$ cat src/rtl/execute_mem_pipe.sv
// EX/MEM stage register and data-memory initiator for the pipelined RV32I core.
// Captures one instruction per slot while IDLE, runs a req/ack data-memory
// access for loads/stores in ACCESS (stalling upstream), and presents each
// completed instruction to writeback for exactly one cycle.
// Optional build macro MISALIGN_TRAP_EN: misaligned halfword/word accesses
// complete without a memory request and raise misalign_err; when undefined
// the low address bits are forced aligned for lane selection.
module execute_mem_pipe #(
   parameter int unsigned XLEN           = 32,
   parameter int unsigned TIMEOUT_CYCLES = 16
) (
   input  logic            clk,
   input  logic            rst,
   input  logic            in_valid,
   input  logic            flush_in,
   input  logic            load_in,
   input  logic            store_in,
   input  logic            reg_write_in,
   input  logic [1:0]      mem_to_reg_in,
   input  logic [XLEN-1:0] alu_result_in,
   input  logic [XLEN-1:0] opb_data_in,
   input  logic [XLEN-1:0] pre_address_in,
   input  logic [XLEN-1:0] instruction_in,
   output logic            stall_out,
   output logic            mem_req,
   output logic            mem_we,
   output logic [XLEN-1:0] mem_addr,
   output logic [XLEN-1:0] mem_wdata,
   output logic [3:0]      mem_mask,
   input  logic            mem_ack,
   input  logic [XLEN-1:0] mem_rdata,
   output logic            valid_out,
   output logic            reg_write_out,
   output logic [1:0]      mem_to_reg_out,
   output logic [XLEN-1:0] alu_result_out,
   output logic [XLEN-1:0] load_data_out,
   output logic [XLEN-1:0] pre_address_out,
   output logic [XLEN-1:0] instruction_out,
   output logic [4:0]      rd_addr_out,
`ifdef MISALIGN_TRAP_EN
   output logic            misalign_err,
`endif
   output logic            timeout_err
);

   typedef enum logic {IDLE = 1'b0, ACCESS = 1'b1} state_t;

   localparam int unsigned CW = $clog2(TIMEOUT_CYCLES + 2);

   state_t            state_q, state_d;
   logic              valid_q, valid_d;
   logic              load_q, load_d;
   logic              we_q, we_d;
   logic              reg_write_q, reg_write_d;
   logic [1:0]        m2r_q, m2r_d;
   logic [XLEN-1:0]   alu_q, alu_d;
   logic [XLEN-1:0]   pc_q, pc_d;
   logic [XLEN-1:0]   instr_q, instr_d;
   logic [XLEN-1:0]   wdata_q, wdata_d;
   logic [3:0]        mask_q, mask_d;
   logic [XLEN-1:0]   ldata_q, ldata_d;
   logic              aborted_q, aborted_d;
   logic              terr_q, terr_d;
   logic [CW-1:0]     cnt_q, cnt_d;
   logic [CW-1:0]     cnt_inc;
`ifdef MISALIGN_TRAP_EN
   logic              misalign_q, misalign_d;
`endif

   logic [2:0]        f3_in;
   logic [1:0]        a_in;
   logic [3:0]        st_mask;
   logic [XLEN-1:0]   st_wdata;
   logic              misal;
   logic [2:0]        f3_q;
   logic [1:0]        a_q;
   logic [XLEN-1:0]   sh_b, sh_h;
   logic [XLEN-1:0]   ld_ext;
   logic              is_mem_in;

   assign f3_in     = instruction_in[14:12];
   assign a_in      = alu_result_in[1:0];
   assign f3_q      = instr_q[14:12];
   assign a_q       = alu_q[1:0];
   assign cnt_inc   = cnt_q + CW'(1);
   assign is_mem_in = in_valid && !flush_in && (load_in || store_in);

   // Byte-enable mask, replicated store data and alignment check for the incoming op
   always_comb begin
      st_mask  = '0;
      st_wdata = '0;
      misal    = 1'b0;
      case (f3_in[1:0])
         2'b00: begin
            st_mask  = 4'b0001 << a_in;
            st_wdata = {4{opb_data_in[7:0]}};
         end
         2'b01: begin
            st_mask  = 4'b0011 << {a_in[1], 1'b0};
            st_wdata = {2{opb_data_in[15:0]}};
            misal    = a_in[0];
         end
         default: begin
            st_mask  = 4'b1111;
            st_wdata = opb_data_in;
            misal    = (a_in != 2'b00);
         end
      endcase
   end

   // Shift the addressed lane of read data down and extend it per funct3
   always_comb begin
      sh_b   = mem_rdata >> {a_q, 3'b000};
      sh_h   = mem_rdata >> {a_q[1], 4'b0000};
      ld_ext = mem_rdata;
      case (f3_q)
         3'b000:  ld_ext = {{24{sh_b[7]}}, sh_b[7:0]};
         3'b001:  ld_ext = {{16{sh_h[15]}}, sh_h[15:0]};
         3'b100:  ld_ext = {24'h0, sh_b[7:0]};
         3'b101:  ld_ext = {16'h0, sh_h[15:0]};
         default: ld_ext = mem_rdata;
      endcase
   end

   // Next-state: slot capture in IDLE, ack/timeout handling in ACCESS
   always_comb begin
      state_d     = state_q;
      valid_d     = valid_q;
      load_d      = load_q;
      we_d        = we_q;
      reg_write_d = reg_write_q;
      m2r_d       = m2r_q;
      alu_d       = alu_q;
      pc_d        = pc_q;
      instr_d     = instr_q;
      wdata_d     = wdata_q;
      mask_d      = mask_q;
      ldata_d     = ldata_q;
      aborted_d   = aborted_q;
      terr_d      = terr_q;
      cnt_d       = cnt_q;
`ifdef MISALIGN_TRAP_EN
      misalign_d  = misalign_q;
`endif
      case (state_q)
         IDLE: begin
            valid_d     = in_valid && !flush_in;
            load_d      = load_in;
            we_d        = store_in && !load_in;
            reg_write_d = reg_write_in;
            m2r_d       = mem_to_reg_in;
            alu_d       = alu_result_in;
            pc_d        = pre_address_in;
            instr_d     = instruction_in;
            wdata_d     = st_wdata;
            mask_d      = st_mask;
            aborted_d   = 1'b0;
`ifdef MISALIGN_TRAP_EN
            misalign_d  = 1'b0;
            if (is_mem_in) begin
               if (misal) begin
                  misalign_d = 1'b1;
                  aborted_d  = 1'b1;
               end else begin
                  state_d = ACCESS;
                  cnt_d   = '0;
               end
            end
`else
            if (is_mem_in) begin
               state_d = ACCESS;
               cnt_d   = '0;
            end
`endif
         end
         ACCESS: begin
            // An ack on the expiry edge takes priority over the timeout
            if (mem_ack) begin
               state_d = IDLE;
               if (load_q) ldata_d = ld_ext;
            end else if ((TIMEOUT_CYCLES != 0) && (32'(cnt_inc) == TIMEOUT_CYCLES)) begin
               state_d   = IDLE;
               aborted_d = 1'b1;
               terr_d    = 1'b1;
            end else begin
               cnt_d = cnt_inc;
            end
         end
         default: state_d = IDLE;
      endcase
   end

   // State and slot registers with asynchronous active-high reset
   always_ff @(posedge clk or posedge rst) begin
      if (rst) begin
         state_q     <= IDLE;
         valid_q     <= 1'b0;
         load_q      <= 1'b0;
         we_q        <= 1'b0;
         reg_write_q <= 1'b0;
         m2r_q       <= '0;
         alu_q       <= '0;
         pc_q        <= '0;
         instr_q     <= '0;
         wdata_q     <= '0;
         mask_q      <= '0;
         ldata_q     <= '0;
         aborted_q   <= 1'b0;
         terr_q      <= 1'b0;
         cnt_q       <= '0;
`ifdef MISALIGN_TRAP_EN
         misalign_q  <= 1'b0;
`endif
      end else begin
         state_q     <= state_d;
         valid_q     <= valid_d;
         load_q      <= load_d;
         we_q        <= we_d;
         reg_write_q <= reg_write_d;
         m2r_q       <= m2r_d;
         alu_q       <= alu_d;
         pc_q        <= pc_d;
         instr_q     <= instr_d;
         wdata_q     <= wdata_d;
         mask_q      <= mask_d;
         ldata_q     <= ldata_d;
         aborted_q   <= aborted_d;
         terr_q      <= terr_d;
         cnt_q       <= cnt_d;
`ifdef MISALIGN_TRAP_EN
         misalign_q  <= misalign_d;
`endif
      end
   end

   assign stall_out       = (state_q == ACCESS);
   assign mem_req         = (state_q == ACCESS);
   assign mem_we          = mem_req && we_q;
   assign mem_addr        = mem_req ? alu_q : '0;
   assign mem_wdata       = mem_req ? wdata_q : '0;
   assign mem_mask        = mem_req ? mask_q : '0;
   assign valid_out       = valid_q && (state_q == IDLE);
   assign reg_write_out   = reg_write_q && valid_out && !aborted_q;
   assign mem_to_reg_out  = m2r_q;
   assign alu_result_out  = alu_q;
   assign load_data_out   = ldata_q;
   assign pre_address_out = pc_q;
   assign instruction_out = instr_q;
   assign rd_addr_out     = instr_q[11:7];
   assign timeout_err     = terr_q;
`ifdef MISALIGN_TRAP_EN
   assign misalign_err    = valid_out && misalign_q;
`endif

endmodule

$ cat config.mk
export PLATFORM = sky130hd
export DESIGN_NAME = execute_mem_pipe
export DESIGN_NICKNAME = d
export VERILOG_FILES = /design/src/rtl/execute_mem_pipe.sv
export SDC_FILE = /design/constraint.sdc
export NUM_CORES = 1
export LEC_CHECK = 0
export ABC_AREA = 1
export ABC_CLOCK_PERIOD_IN_PS = 17000
export CORE_MARGIN = 5
export CORE_UTILIZATION = 45
export DETAILED_ROUTE_END_ITERATION = 12
export PLACE_DENSITY = 0.92
export SLEW_MARGIN = 10
export SYNTH_ARGS = -nofsm -noshare
export SYNTH_HDL_FRONTEND = slang
export SYNTH_SLANG_ARGS = --single-unit
$ cat constraint.sdc
create_clock -name clk -period 17 [get_ports clk]
set_input_delay 1.7 -clock clk [delete_from_list [all_inputs] [get_ports clk]]
set_output_delay 1.7 -clock clk [all_outputs]
set_load 0.01 [all_outputs]
# Word-level counts from Yosys, hierarchy flattened
# Cells that the tools add are included.
[word_totals]
ff_bits = 178
latch_bits = 0
ramBits = 0
rom_bits = 0
inputBits = 170
output_inout_bits = 209
wordCells = 65
n_memories = 0
[op_classes]
addsub = 1
mul = 0
n_div = 0
n_lt_le_gt_ge = 0
eq_ne = 9
n_shift = 4
muxes = 17
bitwise = 2
n_reduce_logical = 17
[ops]
columns = ["cell", "count"]
rows = [
  ["$pmux 32 s4", 1],
  ["$mux 32", 2],
  ["$pmux 32 s2", 1],
  ["$shr 32x5->16", 1],
  ["$shr 32x5->8", 1],
  ["$mux 5", 3],
  ["$pmux 5 s2", 1],
  ["$reduce_and 3->1", 3],
  ["$pmux 4 s2", 1],
  ["$logic_and 1x1->1", 7],
  ["$eq 3x3->1 const B", 2],
  ["$ne 2x2->1 const B", 3],
  ["$add 5x1->5 const B", 1],
  ["$eq 5x5->1 const B", 1],
  ["$mux 1", 5],
  ["$mux 4", 1],
  ["$pmux 1 s2", 2],
  ["$shl 1x2->4 const A", 1],
  ["$shl 2x2->4 const A", 1],
  ["$eq 3x1->1 const B", 1],
  ["$logic_not 1->1", 3],
  ["$logic_not 3->1", 1],
  ["$eq 2x1->1 const B", 1],
  ["$logic_not 2->1", 1],
  ["4 further kinds", 5],
]

# Depth between registers and ports, before layout
[logic_depth]
depth_word = 5
depth_mapped = 9
ltp_nobuf = 8

# Worst setup path before layout
# No wires, ideal clock.
[synth_path]
kind = "register -> output"
startpoint = "register state_q, in the netlist mem_req"
endpoint = "output reg_write_out"
arrival_ns = 1.175
t_required_ns = 15.300
setup_slack_ns = 14.125
stages_incl_launch_ff = 6
path_buffers = 2
cell_sequence = "dfrtp_1 > buf_6 > buf_2 > nor2_1 > nand2_1 > nor2_1"
[synth_via]
elab_chain_cells = 4
[synth_lines]
columns = ["item", "line", "rtl"]
rows = [
  ["start: declaration", "50", "state_t state_q, state_d;"],
  ["start signal: assignment", "215", "state_q <= state_d;"],
  ["$not 1->1", "n/a", ""],
  ["$logic_and 1x1->1", "242", "assign valid_out = valid_q && (state_q == IDLE);"],
  ["net valid_out", "32", "output logic valid_out,"],
  ["$logic_and 1x1->1 (2 in series)", "243", "assign reg_write_out = reg_write_q && valid_out && !aborted_q;"],
  ["end: declaration", "33", "output logic reg_write_out,"],
]
# The timed path passes the listed nets, and every way through them passes these cells.

# Worst setup path in the final report
[layout_path]
startpoint = "register state_q, in the netlist mem_req"
endpoint = "output mem_mask[2]"
[layout_via]
elab_chain_cells = 1
[layout_lines]
columns = ["item", "line", "rtl"]
rows = [
  ["$mux 4", "241", "assign mem_mask = mem_req ? mask_q : '0;"],
  ["end: declaration", "29", "output logic [3:0] mem_mask,"],
]
# No other way between the ends.

==> run summary <==
status: finished clean
setup TNS: 0 ns
grt total ovfl: 0
Row Count: 49
compound-cell area share of the yosys netlist: 6.37%
Synth area leader: dfrtp_1
clock skew: 0.00881 ns
Port Buffer Count: 378
first-pass GRT wire length: 46800 um
crit path DAT: 3.03 ns
Power Dens Cells: 109 nW/um^2
crit path time final: 4.73 ns
Routed WL: 30400 um
yosys warns: 0
NumNets Final: 1587
die height: 146 um
Synth cell types: 30
simple-gate share of the synthesized area: 29.8%
clock buffer count from CTS: 17
post-route ant nets: 0
die area: 21300 sq um
number of global-route vias before repair: 8367
Final Hold Slack: 0.477 ns
Cells after Synth: 1071
largest family of logic cells by synthesized area: simple AND/OR/NAND/NOR gates
ys flop type: dfrtp_1
hpwl dp: 23000 um
Final setup viols: 0
Crit Path Category: reg -> out
vias after detailed routing: 8376
CTS tree: built
Layout area overhead: 52.5%
H-tree Lvls: 4
dominant cells by area after synthesis: dfrtp_1, nand2_1, inv_1
Synthesized Nets: 1242
worst vdd ir: 0.0682 mV
final hold vios: 0
number of synthesized flops with an enable pin: 0
die width: 146 um
GP Congestion: 0.932
Clock Latency Late Sink: 0.43 ns
Worst Path Max Fanout: 87
Post-Syn Area per Cell: 7.76 sq um
total setup buffers inserted after CTS: 0
startpoint types: register
pin count of the biggest net entering global routing: 108
Clock Path Buffers: 2
Critical Path End Type: output pin
post-synthesis sequential area ratio: 53.6%
Post-Synth XOR/XNOR Area: 0%
most numerous cell in the Yosys netlist: nand2_1
drc violations: 0
Core ar.: 18100 sq um
Slew Limit Fails: 0
CTS resizes: 0
GRT Util Overall: 28.2%
area share of fa/ha/maj cells after synthesis: 0.150%
synth cell count leaders: nand2_1, dfrtp_1, inv_1
mapped cell area: 8310 sq um
CTS root buffer: clkbuf_16
LEAKAGE: 6.65 nW
Max Cap Viol: 0
initial antenna violation count: 4
# clock sinks: 178
Clock Pin Slew Worst Setup and Hold Paths: 0.07 ns
part of the cycle the worst path needs: 27.8%
WP data required: 15.30 ns
Async S/R FF share, synth: 100%
Rel. slew slack: 36.1%
1st-pass router iterations: 5
unrepaired setup endpoints after global routing: false
total power: 0.00138 W
initial drt markers: 506
Hold WC Path Type: reg -> reg
final setup margin: 12.27 ns
Starting Density: 46.0%
mux contribution to synthesized area: 0%
Fill cells: 1368
post-DR wirelength/cell: 18.3 um
io pins: 379
drt via density: 5.04
measured slew at the worst slew-check pin: 0.959 ns
synthesized flop and latch total: 178
CTS Hold Bufs: 0
pre-CTS WS: 12.71 ns
Synth top area share: 53.6%
Max Clk Rate: 212 MHz
layout cells sized above 1: 5.88%
[registers in the layout, summed over array words and instances (netlist names)]
signal / count
instruction_out: 32
aborted_q: 1
mem_req: 1
wdata_q: 32
cnt_q: 5
mem_to_reg_out: 2
we_q: 1
load_q: 1
mask_q: 4
timeout_err: 1
load_data_out: 32
reg_write_q: 1
pre_address_out: 32
alu_result_out: 32
valid_q: 1
[path summary, 6_finish.rpt]
path / startpoint / end / slack (ns) / cells past startpoint
worst min register to register: wdata_q[0] / wdata_q[0] / 0.48 / 2
worst max-delay path: mem_req / mem_mask[2] / 12.27 / 4
max in group asynchronous: rst / mem_req / 13.47 / 3
worst min-delay path: wdata_q[0] / wdata_q[0] / 0.48 / 2
min in group asynchronous: rst / instruction_out[3] / 1.86 / 2
worst max register to register: mem_req / wdata_q[20] / 13.73 / 7
[worst max-delay path: stages, from the launching register on]
cell and delay, ns:
dfrtp_4 0.87, buf_4 0.79, nand2_1 0.21, inv_1 0.11, clkdlybuf4s50_1 0.54
[final cells by class]
| type | instances | area [sq um] | area share, % |
|---|---|---|---|
| antenna | 4 | 10.0 | 0.0789 |
| clock buffer | 18 | 439 | 3.46 |
| clock inverter | 14 | 148 | 1.16 |
| inverter | 130 | 495 | 3.91 |
| multi-input combinational | 706 | 3020 | 23.8 |
| sequential | 178 | 4460 | 35.2 |
| tap | 229 | 287 | 2.26 |
| timing repair buffer | 383 | 3820 | 30.1 |
[report_power, final]
part,leakage [nW],switching (W),internal (W)
Sequential,2.13,0.0000516,0.000502
Clock,0.279,0.000181,0.000211
Combinational,4.25,0.000209,0.000227
[per-layer routing]
metal | global-route usage (%) | vias up | routed length [um]
met5 | 0 | - | 13
met4 | 13.0 | 2 | 1290
met3 | 8.81 | 74 | 2680
met2 | 48.4 | 432 | 15100
met1 | 32.1 | 3956 | 11300
li1 | - | 3912 | -
[stage by stage]
| stage | cells | area [sq um] | utilization [%] |
|---|---|---|---|
| 3_5_place_dp | 1626 | 12100 | 66.8 |
| 6_report | 1662 | 12700 | 70.1 |
| 4_1_cts | 1658 | 12700 | 70.1 |
| 5_1_grt | 1661 | 12700 | 70.1 |
| 3_3_place_gp | 1626 | 12100 | 66.8 |
| 2_1_floorplan | 1071 | 8310 | - |
[kinds of logic after synthesis]
family | Yosys count
DFF | 178
adders and majority gates | 1
AOI/OAI and AO/OA | 92
and+or+nand+nor | 613
buffers and inverters | 187
[cell usage in the layout (no fill, tap or decap), drive strengths merged]
cell type      instances
nand2                511
clkdlybuf4s50        378
dfrtp                178
inv                  136
o21ai                 69
nand3                 51
nor2                  29
clkbuf                18
or2                   16
a21oi                 12
o21bai                 5
buf                    5
diode                  4
nand4                  4
clkinv                 4
clkinvlp               3
o211ai                 2
a21o                   2
nand3b                 2
a2bb2oi                1
o22ai                  1
ha                     1
bufinv                 1
No activity file was read; power rests on OpenSTA's default activity.
